File: src/rtl/bg_trim_ctrl.sv
// Bandgap trim sequencer: power-up wait, then SAR search of the trim code against
// a synchronised comparator, with manual override for bench characterisation.
module bg_trim_ctrl #(
  parameter int TRIM_W      = 4,
  parameter int STARTUP_CYC = 8,
  parameter int SETTLE_CYC  = 4,
  parameter int CNT_W       = 8
) (
  input  logic              i_clk,
  input  logic              i_rst_n,
  input  logic              i_ena,
  input  logic              i_start,
  input  logic              i_cmp_in,
  input  logic              i_trim_ovr,
  input  logic [TRIM_W-1:0] i_trim_man,
  output logic              o_bg_en,
  output logic [TRIM_W-1:0] o_trim_code,
  output logic              o_busy,
  output logic              o_done,
  output logic              o_sat
);

  localparam int IDX_W = (TRIM_W > 2) ? $clog2(TRIM_W) : 1;

  localparam logic [2:0] ST_IDLE   = 3'd0;
  localparam logic [2:0] ST_PWRUP  = 3'd1;
  localparam logic [2:0] ST_TRY    = 3'd2;
  localparam logic [2:0] ST_SETTLE = 3'd3;
  localparam logic [2:0] ST_SAMPLE = 3'd4;
  localparam logic [2:0] ST_DONE   = 3'd5;

  localparam logic [CNT_W-1:0] STARTUP_LD = CNT_W'(STARTUP_CYC - 1);
  localparam logic [CNT_W-1:0] SETTLE_LD  = CNT_W'(SETTLE_CYC - 1);
  localparam logic [IDX_W-1:0] IDX_MAX    = IDX_W'(TRIM_W - 1);

  // A code pinned at either rail means the search ran out of trim range.
  function automatic logic f_is_sat(input logic [TRIM_W-1:0] code);
    return (&code) | (~|code);
  endfunction

  logic [2:0]        r_state;
  logic [CNT_W-1:0]  r_cnt;
  logic [IDX_W-1:0]  r_idx;
  logic              r_cmp_meta;
  logic              r_cmp_s;
  logic              r_bg_en;
  logic [TRIM_W-1:0] r_trim_code;
  logic              r_busy;
  logic              r_done;
  logic              r_sat;
  logic [TRIM_W-1:0] w_code_try;
  logic [TRIM_W-1:0] w_code_dec;

  always_comb begin
    w_code_try = r_trim_code;
    w_code_try[r_idx] = 1'b1;
    w_code_dec = r_trim_code;
    if (r_cmp_s) begin
      w_code_dec[r_idx] = 1'b0;
    end else begin
      w_code_dec[r_idx] = r_trim_code[r_idx];
    end
  end

  always_ff @(posedge i_clk or negedge i_rst_n) begin
    if (!i_rst_n) begin
      r_cmp_meta <= 1'b0;
      r_cmp_s    <= 1'b0;
    end else begin
      r_cmp_meta <= i_cmp_in;
      r_cmp_s    <= r_cmp_meta;
    end
  end

  always_ff @(posedge i_clk or negedge i_rst_n) begin
    if (!i_rst_n) begin
      r_state     <= ST_IDLE;
      r_cnt       <= '0;
      r_idx       <= IDX_MAX;
      r_bg_en     <= 1'b0;
      r_trim_code <= '0;
      r_busy      <= 1'b0;
      r_done      <= 1'b0;
      r_sat       <= 1'b0;
    end else if ((r_state != ST_IDLE) && (!i_ena || i_trim_ovr)) begin
      // Abort keeps the partial trim code and sat so they can be inspected.
      r_state <= ST_IDLE;
      r_bg_en <= 1'b0;
      r_busy  <= 1'b0;
      r_done  <= 1'b0;
    end else begin
      case (r_state)
        ST_IDLE: begin
          r_busy <= 1'b0;
          r_done <= 1'b0;
          if (i_trim_ovr) begin
            r_trim_code <= i_trim_man;
            r_bg_en     <= i_ena;
            r_sat       <= 1'b0;
          end else if (i_ena && i_start) begin
            r_state     <= ST_PWRUP;
            r_bg_en     <= 1'b1;
            r_trim_code <= '0;
            r_sat       <= 1'b0;
            r_cnt       <= STARTUP_LD;
            r_busy      <= 1'b1;
          end else begin
            r_bg_en <= 1'b0;
          end
        end
        ST_PWRUP: begin
          if (r_cnt == '0) begin
            r_state <= ST_TRY;
            r_idx   <= IDX_MAX;
          end else begin
            r_cnt <= r_cnt - CNT_W'(1);
          end
        end
        ST_TRY: begin
          r_trim_code <= w_code_try;
          r_cnt       <= SETTLE_LD;
          r_state     <= ST_SETTLE;
        end
        ST_SETTLE: begin
          if (r_cnt == '0) begin
            r_state <= ST_SAMPLE;
          end else begin
            r_cnt <= r_cnt - CNT_W'(1);
          end
        end
        ST_SAMPLE: begin
          r_trim_code <= w_code_dec;
          if (r_idx == '0) begin
            r_state <= ST_DONE;
            r_busy  <= 1'b0;
            r_sat   <= f_is_sat(w_code_dec);
          end else begin
            r_idx   <= r_idx - IDX_W'(1);
            r_state <= ST_TRY;
          end
        end
        ST_DONE: begin
          // done is raised one cycle after entering DONE and dropped on restart.
          if (i_start) begin
            r_state     <= ST_PWRUP;
            r_bg_en     <= 1'b1;
            r_trim_code <= '0;
            r_sat       <= 1'b0;
            r_cnt       <= STARTUP_LD;
            r_busy      <= 1'b1;
            r_done      <= 1'b0;
          end else begin
            r_done <= 1'b1;
          end
        end
        default: begin
          r_state <= ST_IDLE;
          r_bg_en <= 1'b0;
          r_busy  <= 1'b0;
          r_done  <= 1'b0;
        end
      endcase
    end
  end

  assign o_bg_en     = r_bg_en;
  assign o_trim_code = r_trim_code;
  assign o_busy      = r_busy;
  assign o_done      = r_done;
  assign o_sat       = r_sat;

endmodule

File: config.mk
export PLATFORM = sky130hd
export DESIGN_NAME = bg_trim_ctrl
export DESIGN_NICKNAME = d
export VERILOG_FILES = /design/src/rtl/bg_trim_ctrl.sv
export SDC_FILE = /design/constraint.sdc
export NUM_CORES = 1
export LEC_CHECK = 0
export CORE_ASPECT_RATIO = 0.7
export CORE_MARGIN = 5
export CORE_UTILIZATION = 51
export DETAILED_ROUTE_END_ITERATION = 10
export GPL_ROUTABILITY_DRIVEN = 0
export GPL_TIMING_DRIVEN = 0
export HOLD_SLACK_MARGIN = 0.15
export PLACE_DENSITY = 0.75
export SLEW_MARGIN = 15
export SYNTH_ARGS = -nofsm -noshare
export SYNTH_HDL_FRONTEND = slang
export SYNTH_SLANG_ARGS = --single-unit
File: constraint.sdc
create_clock -name i_clk -period 1.87 [get_ports i_clk]
set_input_delay 0.187 -clock i_clk [delete_from_list [all_inputs] [get_ports i_clk]]
set_output_delay 0.187 -clock i_clk [all_outputs]
set_load 0.1 [all_outputs]
# Yosys cells after proc, flatten, opt, wreduce, memory -nomap -nowiden

Cells that the tools add are included.

Register bits: 23
Bits in latches: 0
Bits in writable memories: 0
Bits in read-only memories: 0
Input port bits: 10
Output and inout bits: 8
Logic and storage cells: 109
Memories kept: 0

$add $sub $neg: 2
Multipliers: 0
Divide/modulo/power cells: 0
$lt $le $gt $ge: 2
Equal/unequal tests: 21
Shifts and indexed selects: 0
Muxes and demuxes: 43
Bitwise operators: 5
Reduce and logical (&&, ||, !) cells: 26

Operators by type and width:

| cell                                                                    | number |
|---|---|
| 8-bit two-way mux                                                       | 4 |
| 8-bit one-hot mux with 4 select lines                                   | 1 |
| 3-bit two-way mux                                                       | 7 |
| 3-bit inequality test, second input constant                            | 7 |
| 3-bit one-hot mux with 6 select lines                                   | 1 |
| 4-bit two-way mux                                                       | 4 |
| 4-bit one-hot mux with 4 select lines                                   | 1 |
| 1-bit two-way mux                                                       | 15 |
| 2-bit inequality test, second input constant                            | 7 |
| 4-bit AND reduction                                                     | 3 |
| 5-bit AND reduction                                                     | 2 |
| 8-bit logical NOT                                                       | 1 |
| 4-bit nonzero test                                                      | 2 |
| 4-bit OR reduction                                                      | 2 |
| 8-bit by 1-bit subtractor with 8-bit output, second input constant      | 1 |
| 3-bit by 2-bit == test with 1-bit output, second input constant         | 2 |
| 3-bit == test, second input constant                                    | 2 |
| 1-bit one-hot mux with 3 select lines                                   | 2 |
| 6-bit AND reduction                                                     | 1 |
| 3-bit nonzero test                                                      | 2 |
| 4-bit bitwise AND                                                       | 1 |
| 4-bit bitwise mux                                                       | 1 |
| 2-bit two-way mux                                                       | 2 |
| 2-bit by 1-bit inequality test with 1-bit output, second input constant | 2 |
| 23 further kinds                                                        | 26 |

# Depth between registers and ports, before layout

Depth in word-level cells: 12
Depth in mapped cells: 7
Mapped depth without buffers: 7

# Worst setup path after synthesis

OpenSTA, ideal clock, no wires.

Path type: register -> register
From: reg r_trim_code[3] (netlist: o_trim_code[3])
To: reg r_sat (netlist: o_sat)
Setup time: 0.132 ns
Arrival: 1.842 ns
Slack: -0.103 ns
Cell stages (with the launch flop): 6
Path buffers: 0
Period minus slack after synthesis: 1.973 ns
Path through: dfrtp_1 > mux2i_1 > o22ai_1 > o211ai_1 > o32ai_1 > a211oi_1

Longest elaborated chain between the ends: 9
Elaborated cells on any way between the ends: 11
Classes of those cells: mux (6); bitwise (2); reduce/logical (3)

Ends and longest elaborated chain:

| element                                   | RTL line | text |
|---|---|---|
| start, declared                           | 47       | `logic [TRIM_W-1:0] r_trim_code;` |
| start signal, assigned                    | 97       | `r_trim_code <= i_trim_man;` |
| start signal, assigned                    | 120      | `r_trim_code <= w_code_try;` |
| start signal, assigned                    | 132      | `r_trim_code <= w_code_dec;` |
| 1-bit binary-select mux with 2-bit select | 61       | `w_code_dec[r_idx] = r_trim_code[r_idx];` |
| 1-bit two-way mux (not written as such)   | 61       |  |
| 4-bit bitwise mux                         | 61       |  |
| 4-bit two-way mux *                       | 58       | `if (r_cmp_s) begin` |
| 4-bit OR reduction                        | 38       | `return (&code) \| (~\|code);` |
| 1-bit logical NOT                         | 38       |  |
| 1-bit bitwise OR *                        | 38       |  |
| 1-bit two-way mux *                       | 133      | `if (r_idx == '0) begin` |
| 1-bit one-hot mux with 3 select lines *   | 92       | `case (r_state)` |
| end signal, assigned                      | 136      | `r_sat <= f_is_sat(w_code_dec);` |
| end, declared                             | 50       | `logic r_sat;` |

Every way passes the cells marked *; elsewhere a longest branch is shown, timed or not. The select of a mux whose other input is x is not followed.
A chain may end at the register's enable or synchronous reset.

# Final worst setup path

From: in i_ena
To: reg r_trim_code[0] (netlist: o_trim_code[0])

Longest elaborated chain between the ends: 5
Elaborated cells on any way between the ends: 7
Classes of those cells: eq/ne (1); bitwise (1); reduce/logical (5)

Ends and longest elaborated chain:

| element                                | RTL line | text |
|---|---|---|
| start, declared                        | 11       | `input logic i_ena,` |
| 1-bit logical NOT                      | 85       | `end else if ((r_state != ST_IDLE) && (!i_ena \|\| i_trim_ovr)) begin` |
| 1-bit logical OR                       | 85       |  |
| 1-bit logical AND                      | 85       |  |
| 1-bit inverter (no source line)        | --       |  |
| 4-bit AND reduction (no source line) * | --       |  |

Every way passes the cells marked *; elsewhere a longest branch is shown, timed or not.

==> metrics list <==
- The run finished with clean final reports.
- Critical path endpoint category: register
* Setup slack after layout: 0.0411 ns
- In the global route stage, met1 resource usage came out at 0.324.
- Clock tree from TritonCTS: yes
- Highest attainable clock frequency: 0.547 GHz
- Final-stage net count: 248
* Wire length of the first global-routing pass: 7.69 mm
* Number of filler instances in the final layout: 278
- The final layout contains routed wiring with a total length of 4.73 mm.
- Synthesis produced 207 cells.
- met1 is the most crowded layer.
- Overall die height: 59.0 um
- Count of endpoints failing setup in the final report: 0
- Total placed instance area: 0.00197 sq mm
* Synthesized flop and latch total: 23
* Total Die Area: 0.00471 sq mm
- Inserted Diodes: 0
- Number of global-route vias before repair: 1,540
- For this configuration, the core starts out at a cell density of 0.544.
* Beginning of the worst register-to-register path: r_idx[1]$_DFFE_PN1P_
* IR Drop Worst-Case VDD: 0.000373 V
* Post-DP HPWL: 3.60 mm
- Dividing total power by cell area gives a power density of 587 mW/mm^2.
- Post-placement worst setup slack: -0.211 ns
- Area growth syn-to-layout: 19.0%
* Clk sink count: 23
- Vias per std cell: 6.09
* Top area cells in the synthesized netlist: sky130_fd_sc_hd__dfrtp_1 30%, sky130_fd_sc_hd__a21oi_1 6.3%, sky130_fd_sc_hd__nor2_1 5.2%
- Largest net degree at the start of global routing: 24
- Ordered cell list for the critical path: clkdlybuf4s50_1 > nand2b_1 > buf_6 > or3_4 > and2_4 > mux2_4
- The final count of pins violating max slew came to 0.
- On the worst path, the slowest cell contributes a delay of 0.64 ns.
* Clock transition at the register clock pins on the worst setup and hold paths after CTS: 0.08 ns
- Clock root buffer: sky130_fd_sc_hd__clkbuf_8
* Drt drc: 0
- Element type at the critical path start: primary input
* Critical Path Start: i_ena
* Largest delay contributor family on the critical path: buffers and inverters
* Actual slew at the worst max-slew pin: 0.971 ns
- In the final layout, the share of cells above drive strength 1 is 0.196.
- In the global route stage, overall resource usage came out at 0.211.
- The detailed router finished its first iteration with 206 violations.
- Netlist area before placement: 0.00175 sq mm
- Min Tclk post-route: 1.83 ns
* Fraction of the cycle the final worst path needs: 0.978
* Critical path required time: 2.02 ns
* Clock buffer count from CTS: 3
- Worst Min Path Start: r_cmp_meta$_DFF_PN0_
* Post-synth EDFFs: 0
* Critical Path AT: 1.98 ns
* Worst hold-check path type: reg2reg
* Number of antenna violations at the first check in global routing: 0
- Slowest cell on the critical path: sky130_fd_sc_hd__clkdlybuf4s50_1
* Skew final: 0.0122 ns
* Post-synthesis area per instance: 8.44 sq um
* Number of top-level pins: 18
- Port bufs: 16
- Sequential-to-total area share from yosys stat: 0.331
- Counting flops with an async set or reset pin after synthesis yields a share of 1.00.
- In the global route stage, met2 resource usage came out at 0.317.
* Multi-input gate area in the final layout: 0.00112 sq mm
- The number of nets handed over by synthesis was 224.
- Count of different cell masters after synthesis: 54
- Worst-Skew Late Latency: 0.27 ns
* Final cell area excluding filler cells: 0.00208 sq mm
- Hold violation count in the final report: 0
- Synth top area share: 0.301
- In this run the static leakage power is 0.864 nW.
- The tool flagged a number of max-cap violations equal to 0.
* Post-synthesis cell type with the largest combined area: sky130_fd_sc_hd__dfrtp_1
- CTS H-tree lvls: 1
* Warnings from Yosys: 0
* Remaining antenna violation count after routing: 0
- The number of buffers and inverters on the critical path is 2.
* Horizontal extent of the die: 79.9 um
- In the final routed layout, each cell accounts on average for 17.1 um.
* Vias: 1,688
* Startpoint-to-endpoint class of the critical path: in2reg
- Global-route met3 utilization: 0.0398
- Most used DFF post-synth: sky130_fd_sc_hd__dfrtp_1
- Placement row count: 17
* Longest Clk Path Bufs: 2
- In this run the worst path has a maximum fanout of 10.
- Floorplan Core Area: 0.00321 sq mm
- Length of the first detailed-routing pass in iterations: 4
- Registers take 584 sq um.
- Summed over all layers, the global routing overflow is 0.
- Max-slew headroom at the worst pin: 0.355
-- synthesized netlist by cell type (2+ instances only) --
| cell type | instances |
|---|---|
| sky130_fd_sc_hd__nor2_1 | 24 |
| sky130_fd_sc_hd__a21oi_1 | 22 |
| sky130_fd_sc_hd__dfrtp_1 | 21 |
| sky130_fd_sc_hd__o21ai_0 | 14 |
| sky130_fd_sc_hd__inv_1 | 11 |
| sky130_fd_sc_hd__nand2_1 | 10 |
| sky130_fd_sc_hd__nand2b_1 | 8 |
| sky130_fd_sc_hd__ha_1 | 7 |
| sky130_fd_sc_hd__a32o_1 | 6 |
| sky130_fd_sc_hd__o22ai_1 | 6 |
| sky130_fd_sc_hd__buf_2 | 5 |
| sky130_fd_sc_hd__nor2b_1 | 5 |
| sky130_fd_sc_hd__o31ai_1 | 5 |
| sky130_fd_sc_hd__o21ai_1 | 4 |
| sky130_fd_sc_hd__a31oi_1 | 3 |
| sky130_fd_sc_hd__clkbuf_1 | 3 |
| sky130_fd_sc_hd__mux2i_1 | 3 |
| sky130_fd_sc_hd__nor3_1 | 3 |
| sky130_fd_sc_hd__o22a_1 | 3 |
| sky130_fd_sc_hd__or2_2 | 3 |
| sky130_fd_sc_hd__a21o_1 | 2 |
| sky130_fd_sc_hd__a22o_1 | 2 |
| sky130_fd_sc_hd__dfstp_2 | 2 |
| sky130_fd_sc_hd__nand3_1 | 2 |
| sky130_fd_sc_hd__nor4_1 | 2 |
| sky130_fd_sc_hd__o2bb2ai_1 | 2 |
| sky130_fd_sc_hd__or4_1 | 2 |
-- metrics by stage --
stage	std cells	power (W)	utilization	TNS, ns	hold WS (ns)
global placement	270	0.000898	0.614	-0.537	0.345
global route	277	0.00128	0.647	-0.0103	0.365
detailed placement	270	0.000908	0.614	-0.682	0.336
finish	277	0.00122	0.647	0	0.362
floorplan	207	0.000805	-	0	-0.109
CTS	276	0.00121	0.632	0	0.358
-- registers in the layout, indices dropped and copies added (netlist names) --
register	flops
r_cmp_s	1
r_cmp_meta	1
o_done	1
r_cnt	8
o_sat	1
r_state	3
o_bg_en	1
r_idx	2
o_busy	1
o_trim_code	4
-- worst register-to-register path, delay by kind of cell, from the launching register on --
kind | cells | cell delay [ns]
AOI/OAI and AO/OA | 3 | 0.41
DFF | 1 | 0.55
muxes | 2 | 0.58
buffers and inverters | 1 | 0.13
-- cell families (layout without fill, tap and decap cells) --
group / count (synthesis) / count (layout) / synth area share
AO/OA/AOI/OAI: 83 / 83 / 0.325
AND/OR/NAND/NOR: 69 / 69 / 0.213
flip-flops: 23 / 23 / 0.331
buffers and inverters: 21 / 44 / 0.0552
adder cells (fa/ha/maj): 7 / 7 / 0.0501
multiplexers: 4 / 4 / 0.0258
-- final cells by class --
class / instances / share of cell area
Multi-Input combinational cell: 163 / 0.539
Inverter: 11 / 0.0199
Sequential cell: 23 / 0.281
Timing Repair Buffer: 19 / 0.0819
Tap cell: 47 / 0.0283
Buffer: 10 / 0.0271
Clock buffer: 3 / 0.0199
Clock inverter: 1 / 0.00241
-- worst paths after layout --
check | cells past startpoint | endpoint | slack (ns)
min reg2reg | 0 | r_cmp_s$_DFF_PN0_ | 0.36
min | 0 | r_cmp_s$_DFF_PN0_ | 0.36
min in group asynchronous | 2 | r_cnt[7]$_DFFE_PN0P_ | 0.42
max | 6 | o_trim_code[0]$_DFFE_PN0P_ | 0.04
max reg2reg | 6 | o_trim_code[0]$_DFFE_PN0P_ | 0.07
max in group asynchronous | 2 | o_trim_code[0]$_DFFE_PN0P_ | 1.06
-- layer usage --
| layer | part of all wire | wire length, um |
|---|---|---|
| met3 | 0.088 | 415 |
| met5 | 0 | 0 |
| met2 | 0.42 | 1990 |
| met1 | 0.49 | 2300 |
| met4 | 0.0047 | 22 |
-- layout by cell type (no fill, tap or decap), types with 5 or more instances in the layout --
cell                              instances
sky130_fd_sc_hd__nor2_1                  23
sky130_fd_sc_hd__nand2_1                 10
sky130_fd_sc_hd__dfrtp_2                  5
sky130_fd_sc_hd__dlygate4sd2_1            8
sky130_fd_sc_hd__nand2b_1                 8
sky130_fd_sc_hd__inv_1                   11
sky130_fd_sc_hd__nor2b_1                  5
sky130_fd_sc_hd__buf_2                    6
sky130_fd_sc_hd__o31ai_1                  5
sky130_fd_sc_hd__clkdlybuf4s50_1          7
sky130_fd_sc_hd__a21oi_1                 22
sky130_fd_sc_hd__dfrtp_1                 16
sky130_fd_sc_hd__o21ai_0                 14
sky130_fd_sc_hd__a32o_1                   6
-- timing repair --
item / CTS / global route
gates cloned: 0 / 0
pin swaps: 0 / 1
hold buffers: 0 / 1
endpoints found under the setup margin: 10 / 8
setup buffers: 2 / 0
gates resized for setup: 12 / 11
endpoints found under the hold margin: 0 / 21
-- where the power goes --
group | internal, W | leakage [nW] | total (W) | switching [W]
clock | 0.000149 | 0.0255 | 0.000315 | 0.000166
sequential | 0.000529 | 0.283 | 0.000566 | 0.0000370
combinational | 0.000108 | 0.556 | 0.000339 | 0.000231
total | 0.000786 | 0.864 | 0.00122 | 0.000434
No activity file was read; power rests on OpenSTA's default activity.
